--- src/rtl/fft_out_reorder_if.sv ---
// rtl/fft_out_reorder_if.sv - two-lane input and two-bin output streams of the FFT output reorder buffer
interface fft_out_reorder_if #(
    parameter int WIDTH = 9
);
    logic                    in_valid;
    logic                    in_first;
    logic signed [WIDTH-1:0] inUp_re;
    logic signed [WIDTH-1:0] inUp_im;
    logic signed [WIDTH-1:0] inL_re;
    logic signed [WIDTH-1:0] inL_im;
    logic                    out_valid;
    logic                    out_first;
    logic signed [WIDTH-1:0] outEven_re;
    logic signed [WIDTH-1:0] outEven_im;
    logic signed [WIDTH-1:0] outOdd_re;
    logic signed [WIDTH-1:0] outOdd_im;

    modport slave (
        input  in_valid, in_first, inUp_re, inUp_im, inL_re, inL_im,
        output out_valid, out_first, outEven_re, outEven_im, outOdd_re, outOdd_im
    );

    modport master (
        output in_valid, in_first, inUp_re, inUp_im, inL_re, inL_im,
        input  out_valid, out_first, outEven_re, outEven_im, outOdd_re, outOdd_im
    );
endinterface

--- src/rtl/fft_out_reorder.sv ---
// rtl/fft_out_reorder.sv - ping-pong bit-reversed to natural order reorder buffer for the 32-point FFT
module fft_out_reorder #(
    parameter int WIDTH = 9
) (
    input logic              clk,
    input logic              rst_n,
    fft_out_reorder_if.slave bus
);
    localparam int EW = 4 * WIDTH;

    typedef enum logic {
        S_IDLE,
        S_READ
    } state_t;

    function automatic logic [3:0] bitrev4(input logic [3:0] v);
        return {v[0], v[1], v[2], v[3]};
    endfunction

    // Entry layout: {up_re, up_im, l_re, l_im}; contents are never reset
    logic [EW-1:0] mem0 [16];
    logic [EW-1:0] mem1 [16];

    state_t state_q, state_d;
    logic [3:0] wcnt_q, wcnt_d;
    logic [3:0] rcnt_q, rcnt_d;
    logic       wbank_q, wbank_d;
    logic       rbank_q, rbank_d;
    logic [1:0] full_q, full_d;
    logic       out_valid_q, out_valid_d;
    logic       out_first_q, out_first_d;
    logic signed [WIDTH-1:0] even_re_q, even_re_d;
    logic signed [WIDTH-1:0] even_im_q, even_im_d;
    logic signed [WIDTH-1:0] odd_re_q, odd_re_d;
    logic signed [WIDTH-1:0] odd_im_q, odd_im_d;

    logic          wr_en;
    logic          wr_done;
    logic [3:0]    wr_addr;
    logic [EW-1:0] wr_word;
    logic [1:0]    full_set;
    logic [1:0]    full_clr;
    logic [1:0]    full_pre;
    logic          rd_en;
    logic          rd_bank;
    logic          other_bank;
    logic [3:0]    rd_cnt;
    logic [3:0]    rd_addr;
    logic [EW-1:0] rd_word;

    // Write side: in_first restarts the frame at address 0, dropping any partial frame
    always_comb begin
        wr_en    = bus.in_valid;
        wr_addr  = bus.in_first ? 4'd0 : wcnt_q;
        wr_word  = {bus.inUp_re, bus.inUp_im, bus.inL_re, bus.inL_im};
        wr_done  = wr_en && (wr_addr == 4'd15);
        wcnt_d   = wr_en ? (wr_addr + 4'd1) : wcnt_q;
        wbank_d  = wr_done ? ~wbank_q : wbank_q;
        full_set = 2'b00;
        if (wr_done) begin
            full_set = wbank_q ? 2'b10 : 2'b01;
        end
    end

    // Bank storage; only the current write bank is written
    always_ff @(posedge clk) begin
        if (wr_en) begin
            if (wbank_q) begin
                mem1[wr_addr] <= wr_word;
            end else begin
                mem0[wr_addr] <= wr_word;
            end
        end
    end

    // Read side: leaving IDLE already emits j=0, so output starts one edge after the frame completes
    always_comb begin
        if (state_q == S_READ) begin
            rd_en   = 1'b1;
            rd_bank = rbank_q;
            rd_cnt  = rcnt_q;
        end else begin
            rd_en   = |full_q;
            rd_bank = ~full_q[0];
            rd_cnt  = 4'd0;
        end
        other_bank = ~rd_bank;
        rd_addr    = bitrev4(rd_cnt);
        rd_word    = rd_bank ? mem1[rd_addr] : mem0[rd_addr];
        full_pre   = full_q | full_set;

        full_clr    = 2'b00;
        state_d     = state_q;
        rcnt_d      = rcnt_q;
        rbank_d     = rbank_q;
        out_valid_d = 1'b0;
        out_first_d = 1'b0;
        even_re_d   = even_re_q;
        even_im_d   = even_im_q;
        odd_re_d    = odd_re_q;
        odd_im_d    = odd_im_q;

        if (rd_en) begin
            out_valid_d = 1'b1;
            out_first_d = (rd_cnt == 4'd0);
            even_re_d   = rd_word[4*WIDTH-1 -: WIDTH];
            even_im_d   = rd_word[3*WIDTH-1 -: WIDTH];
            odd_re_d    = rd_word[2*WIDTH-1 -: WIDTH];
            odd_im_d    = rd_word[WIDTH-1 -: WIDTH];
            if (rd_cnt == 4'd15) begin
                full_clr = rd_bank ? 2'b10 : 2'b01;
                rcnt_d   = 4'd0;
                // A frame finishing on this same edge counts, so READ runs on without a bubble
                if (full_pre[other_bank]) begin
                    state_d = S_READ;
                    rbank_d = other_bank;
                end else begin
                    state_d = S_IDLE;
                end
            end else begin
                state_d = S_READ;
                rbank_d = rd_bank;
                rcnt_d  = rd_cnt + 4'd1;
            end
        end
        full_d = full_pre & ~full_clr;
    end

    // State and output registers
    always_ff @(posedge clk or negedge rst_n) begin
        if (!rst_n) begin
            state_q     <= S_IDLE;
            wcnt_q      <= 4'd0;
            rcnt_q      <= 4'd0;
            wbank_q     <= 1'b0;
            rbank_q     <= 1'b0;
            full_q      <= 2'b00;
            out_valid_q <= 1'b0;
            out_first_q <= 1'b0;
            even_re_q   <= '0;
            even_im_q   <= '0;
            odd_re_q    <= '0;
            odd_im_q    <= '0;
        end else begin
            state_q     <= state_d;
            wcnt_q      <= wcnt_d;
            rcnt_q      <= rcnt_d;
            wbank_q     <= wbank_d;
            rbank_q     <= rbank_d;
            full_q      <= full_d;
            out_valid_q <= out_valid_d;
            out_first_q <= out_first_d;
            even_re_q   <= even_re_d;
            even_im_q   <= even_im_d;
            odd_re_q    <= odd_re_d;
            odd_im_q    <= odd_im_d;
        end
    end

    assign bus.out_valid  = out_valid_q;
    assign bus.out_first  = out_first_q;
    assign bus.outEven_re = even_re_q;
    assign bus.outEven_im = even_im_q;
    assign bus.outOdd_re  = odd_re_q;
    assign bus.outOdd_im  = odd_im_q;
endmodule

--- src/flat_wrapper.sv ---
// flat-port wrapper written by rule: the top's interface ports become plain ports
module fft_out_reorder_flat 
#(
    parameter int WIDTH = 9
)
  (clk, rst_n, bus_in_valid, bus_in_first, bus_inUp_re, bus_inUp_im, bus_inL_re, bus_inL_im, bus_out_valid, bus_out_first, bus_outEven_re, bus_outEven_im, bus_outOdd_re, bus_outOdd_im);
  fft_out_reorder_if #(.WIDTH(WIDTH)) bus_i ();
  input logic clk;
  input logic rst_n;
  input wire logic [$bits(bus_i.in_valid)-1:0] bus_in_valid;
  input wire logic [$bits(bus_i.in_first)-1:0] bus_in_first;
  input wire logic [$bits(bus_i.inUp_re)-1:0] bus_inUp_re;
  input wire logic [$bits(bus_i.inUp_im)-1:0] bus_inUp_im;
  input wire logic [$bits(bus_i.inL_re)-1:0] bus_inL_re;
  input wire logic [$bits(bus_i.inL_im)-1:0] bus_inL_im;
  output wire logic [$bits(bus_i.out_valid)-1:0] bus_out_valid;
  output wire logic [$bits(bus_i.out_first)-1:0] bus_out_first;
  output wire logic [$bits(bus_i.outEven_re)-1:0] bus_outEven_re;
  output wire logic [$bits(bus_i.outEven_im)-1:0] bus_outEven_im;
  output wire logic [$bits(bus_i.outOdd_re)-1:0] bus_outOdd_re;
  output wire logic [$bits(bus_i.outOdd_im)-1:0] bus_outOdd_im;
  assign bus_i.in_valid = bus_in_valid;
  assign bus_i.in_first = bus_in_first;
  assign bus_i.inUp_re = bus_inUp_re;
  assign bus_i.inUp_im = bus_inUp_im;
  assign bus_i.inL_re = bus_inL_re;
  assign bus_i.inL_im = bus_inL_im;
  assign bus_out_valid = bus_i.out_valid;
  assign bus_out_first = bus_i.out_first;
  assign bus_outEven_re = bus_i.outEven_re;
  assign bus_outEven_im = bus_i.outEven_im;
  assign bus_outOdd_re = bus_i.outOdd_re;
  assign bus_outOdd_im = bus_i.outOdd_im;
  fft_out_reorder #(.WIDTH(WIDTH)) u_core (.clk(clk), .rst_n(rst_n), .bus(bus_i));
endmodule
--- config.mk ---
export PLATFORM = sky130hd
export DESIGN_NAME = fft_out_reorder_flat
export DESIGN_NICKNAME = d
export VERILOG_FILES = /design/src/rtl/fft_out_reorder_if.sv /design/src/rtl/fft_out_reorder.sv /design/src/flat_wrapper.sv
export SDC_FILE = /design/constraint.sdc
export NUM_CORES = 1
export LEC_CHECK = 0
export CAP_MARGIN = 20
export CORE_UTILIZATION = 62
export CTS_CLUSTER_DIAMETER = 150
export CTS_CLUSTER_SIZE = 30
export DETAILED_ROUTE_END_ITERATION = 10
export GPL_TIMING_DRIVEN = 0
export PLACE_DENSITY = 0.84
export SYNTH_ARGS = -nofsm -noshare
export SYNTH_HDL_FRONTEND = slang
export SYNTH_SLANG_ARGS = --single-unit
--- constraint.sdc ---
create_clock -name clk -period 5.36 [get_ports clk]
set_input_delay 1.072 -clock clk [delete_from_list [all_inputs] [get_ports clk]]
set_output_delay 1.072 -clock clk [all_outputs]
set_load 0.01 [all_outputs]
# After elaboration in Yosys (flattened, before gate mapping)
# Memories as Yosys holds them, arrays and structs flattened.
# Cells that the tools add are included.
# totals
mem_bits_rw,1152
out_inout_bits,38
n_memories,2
ff_bits,51
elab_cells,55
inputBits,40
# classes
addsub,2
eq_ne,3
n_reduce_logical,4
order_cmp,1
muxes,25
n_bitwise,6
# memory_table
memory,depth,width,rd,rd_clocked_by_memory_dff,write_ports,line_no,rtl
u_core.mem0,16,36,1,0,1,fft_out_reorder.sv:21,logic [EW-1:0] mem0 [16];
u_core.mem1,16,36,1,0,1,fft_out_reorder.sv:22,logic [EW-1:0] mem1 [16];
# op_table
operator,n
2-to-1 mux 36 bit,1
2-to-1 mux 1 bit,16
2-to-1 mux 4 bit,3
2-to-1 mux 2 bit,5
adder 4 x 1 -> 4 bit (second input constant),2
equality test 4 bit (second input constant),2
logical NOT 4 bit,1
NOT 1 bit,3
bitwise AND 2 bit,1
less-than comparator 1 x 2 -> 1 bit (second input constant),1
!= test 2 bit (second input constant),1
NOT 2 bit,1
OR 2 bit,1
AND reduction 2 bit,1
OR reduction 2 bit,1
logical AND 1 bit,1

# Longest topological paths before layout
# logic_depth
word_depth,9
mapped_depth,9

# Worst setup path after synthesis
# Ideal clock, no wire load.
# synth_timing
path_kind,in2reg
start,in bus_in_first
end,mem u_core.mem0[15][0] (netlist name) (enable)
slack_ps,789
t_required_ps,4886
arrival_ps,4097
cell_stages,4
setup_ps,474
n_path_buf,0
cell_sequence,nor2b_1 ha_1 nand2_1 nor3_1
# synth_via
elab_chain_len,1
# synth_rtl
item,line_no,rtl
start: declaration,flat_wrapper.sv:11,input wire logic [$bits(bus_i.in_first)-1:0] bus_in_first;
2-to-1 mux 4 bit,fft_out_reorder.sv:54,wr_addr = bus.in_first ? 4'd0 : wcnt_q;
end: declaration,fft_out_reorder.sv:21,
# Every way passes these cells.

# Final worst setup path
# layout_timing
start,reg u_core.state_q
end,"reg u_core.even_im_q[0], in the netlist u_core.bus.outEven_im[0]"
# layout_via
elab_chain_len,3
# layout_rtl
item,line_no,rtl
start: declaration,fft_out_reorder.sv:24,"state_t state_q, state_d;"
start signal: assignment,fft_out_reorder.sv:145,state_q <= state_d;
2-to-1 mux 4 bit,fft_out_reorder.sv:78,if (state_q == S_READ) begin
memory (16 x 36 bit) (on tied branches),n/a,
2-to-1 mux 36 bit,fft_out_reorder.sv:89,rd_word = rd_bank ? mem1[rd_addr] : mem0[rd_addr];
end signal: assignment,fft_out_reorder.sv:154,even_im_q <= even_im_d;
end: declaration,fft_out_reorder.sv:33,"logic signed [WIDTH-1:0] even_im_q, even_im_d;"
# Several ways; a longest one is shown, not always the timed one.
# A chain may end at the register's enable or synchronous reset.

==> impl_results.md <==
- Required @ worst endpoint: 5.85 ns
- Post-DRT Antenna Nets: 0
- CTS root buf: clkbuf_16
- Outcome: finished, final reports clean
- Power, Total: 20400 µW
- Initial DRC Count: about 5.6k
- CTS Hold Bufs: 0
- Seq/Total Area, Yosys: 75.4%
- Distinct cell type count after synthesis: 49
- Via count: 30.3k
- Total GRT Usage: 34.3%
- Pre-antenna DRT Iters: 6
- Max-slew violation count: 0
- R2r startpoint: u_core.state_q
- Clock Skew: 0.0330 ns
- Initial Util: 62.6%
- Util after Layout: 69.7%
- EDFF count, synth: 1152
- Max Cap Viol: 0
- Total die area: 0.0778 mm²
- Max Clk Rate: 0.270 GHz
- DRC: 0
- Io pins: between 70 and 80
- Worst slew pin tran: 1.19 ns
- Synth Flop Type: edfxtp_1
- Tmin final: 3.70 ns
- First-pass GRT wire length: between 150 and 200 mm
- Fin. Hold Viols: 0
- Port buffer count: 77
- Vias in the first global route: 29.6k
- Routed len/inst: between 30 and 40 µm
- Vias/cell: 7.17
- WL final: 136 mm
- Layout area overhead: 11.4%
- CTS Buf Count: 46
- Leak: 0.0171 µW
- Endpoints failing setup: 0
- Average size of a mapped cell: between 15 and 20 µm²
- Critical path class: reg2reg
- Die Span Y: 279 µm
- Antenna violations before repair: 4
- Syn_nets: 2985
- Reg2Reg Depth: 6
- Max-Slew Margin vs Limit: 20.1%
- Sequential Area: roughly 0.036 mm²
- Dominant cell type by area after synthesis: edfxtp_1
- R2r endpoint: u_core.bus.outEven_im[0]
- Worst reg2reg setup slack: 1.66 ns
- H-tree levels: 2
- CTS tree: yes
- Tcrit/Tclk final: 69.0%
- Synthesized instance count: 2937
- Clock transition at path regs: 0.12 ns
- Yosys warning count: 0
- Largest net degree at the start of global routing: 33
- Worst-path fanout max: 10
- Worst vdd ir: about 0.00031 V
- Setup TNS: 0 ns
- Yosys top cell area share: 72.8%
- Fraction of layout cells with a size suffix above 1: 11.9%
- Synth Cell Area: approximately 0.048 mm²
- Post-synth ARST share: approximately 4.2%
- FF+latch count, synth: roughly 1.2k
- Final #Nets: about 3.2k
- Fillers: between 4k and 5k
- RSZ-0062 raised after global routing: no
- # rows: 101
- Hold Crit Class: in2async
- Most frequent cell after synthesis: edfxtp_1
- Setup repair bufs after CTS: 0
- Crit path DAT: 4.19 ns
- Synth cell count leaders: 1152 x edfxtp_1, 190 x nand2_1, 180 x mux2i_1
- Ranking of synthesized cells by area: edfxtp_1 73%, mux2i_1 3.8%, dfrtp_1 2.7%
- Power Dens Cells: 385 mW/mm²
- Multi-input logic area: roughly 0.011 mm²
- DP HPWL: 88.8 mm
- Post-CTS resize count: 0
- Crit. End Element: flop
- CORE AREA: around 0.076 mm²
- Routability congestion estimate: 0.883
- Hold_ws: 0.499 ns
- Crit start category: flop
- Chip Width: ~280 µm
- CTS Buffer Depth: 3
- GR Overflow Total: 0
- Clock Sink Count: 1203
- Clk_lat worst skew: 0.65 ns
cells in the final DEF, fill, tap and decap left out, types with 54 or more instances in the layout:
| cell type | synthesis | final |
|---|---|---|
| clkbuf_1 | 107 | 142 |
| buf_2 | 62 | 72 |
| nor2b_1 | 77 | 77 |
| a211oi_1 | 108 | 108 |
| nand2_1 | 190 | 190 |
| mux2_2 | 63 | 63 |
| edfxtp_1 | 1152 | 1152 |
| mux2i_1 | 180 | 180 |
| a31oi_1 | 72 | 72 |
| clkdlybuf4s50_1 | 0 | 76 |
| o21ai_0 | 140 | 140 |
| o2bb2ai_1 | 72 | 72 |
| clkbuf_16 | 0 | 54 |
| a21oi_1 | 149 | 149 |
layout make-up:
cell class,instances,area share (%)
clock inverters,1,0.0567
plain buffers,214,1.87
well taps,1030,2.43
flip-flops and latches,1203,67.7
clock buffers,84,2.56
repair buffers,167,4.57
inverters,42,0.298
multi-input cells,1478,20.5
diodes,5,0.0236
per-layer routing:
| layer | routed length, µm | track usage, % | up-vias |
|---|---|---|---|
| met4 | 9200 | 20.2 | 8 |
| met3 | 19000 | 7.92 | 481 |
| li1 | - | - | 12000 |
| met5 | 76 | 0 | - |
| met2 | 61500 | 52.5 | 2965 |
| met1 | 45800 | 45.6 | 14800 |
cell families (layout without fill, tap and decap cells):
| group | Yosys count | in the layout | share of synthesized area, % |
|---|---|---|---|
| buffers and inverters | 256 | 508 | 2.41 |
| other | 0 | 5 | 0 |
| and+or+nand+nor | 403 | 403 | 3.91 |
| AOI/OAI and AO/OA | 772 | 772 | 11.5 |
| xor gates and xnor gates | 2 | 2 | 0.0368 |
| DFF | 1203 | 1203 | 75.4 |
| adders and majority gates | 8 | 8 | 0.211 |
| muxes | 293 | 293 | 6.47 |
power by group:
group	internal, µW	leakage [µW]	switching [µW]
logic	1620	0.00548	3470
clock network	1760	0.000657	2740
registers	10600	0.0110	220
worst max-delay path by stage:
| stage | startpoint | end | slack [ns] | cells past startpoint |
|---|---|---|---|---|
| 3_5_place_dp | bus_in_first | u_core.mem1[9][5] | 1.34 | 6 |
| 3_3_place_gp | bus_in_first | u_core.mem0[15][0] | -2.43 | 5 |
| 6_report | u_core.state_q | u_core.bus.outEven_im[0] | 1.66 | 6 |
| 2_1_floorplan | bus_in_first | u_core.mem0[15][0] | 0.79 | 4 |
| 4_1_cts | u_core.state_q | u_core.bus.outEven_im[2] | 1.88 | 6 |
| 5_1_grt | u_core.state_q | u_core.bus.outEven_im[2] | 1.73 | 6 |
sequential cells by signal, indices dropped and copies added, names as in the netlist:
register and count:
u_core.state_q 1, u_core.full_q 2, u_core.bus.outOdd_im 9, u_core.bus.out_valid 1
u_core.bus.outOdd_re 9, u_core.bus.outEven_im 9, u_core.rcnt_q 4, u_core.wcnt_q 4
u_core.mem1 576, u_core.mem0 576, u_core.wbank_q 1, u_core.bus.out_first 1
u_core.bus.outEven_re 9, u_core.rbank_q 1
per-stage QoR:
stage,std cells,worst slack (ns),cell area (µm²)
6_report,4224,1.66,53000
3_5_place_dp,4109,1.34,51000
4_1_cts,4194,1.88,52400
3_3_place_gp,4044,-2.43,49600
2_1_floorplan,2937,0.789,47500
5_1_grt,4219,1.73,52900
worst max-delay path, stage by stage (launching register included):
cell and delay (ns):
dfrtp_1 0.56, and2_1 0.33, clkbuf_1 0.70, clkbuf_1 0.50, o21ai_0 0.31, a2111oi_2 1.01
a211oi_1 0.12
No activity file was read; power rests on OpenSTA's default activity.
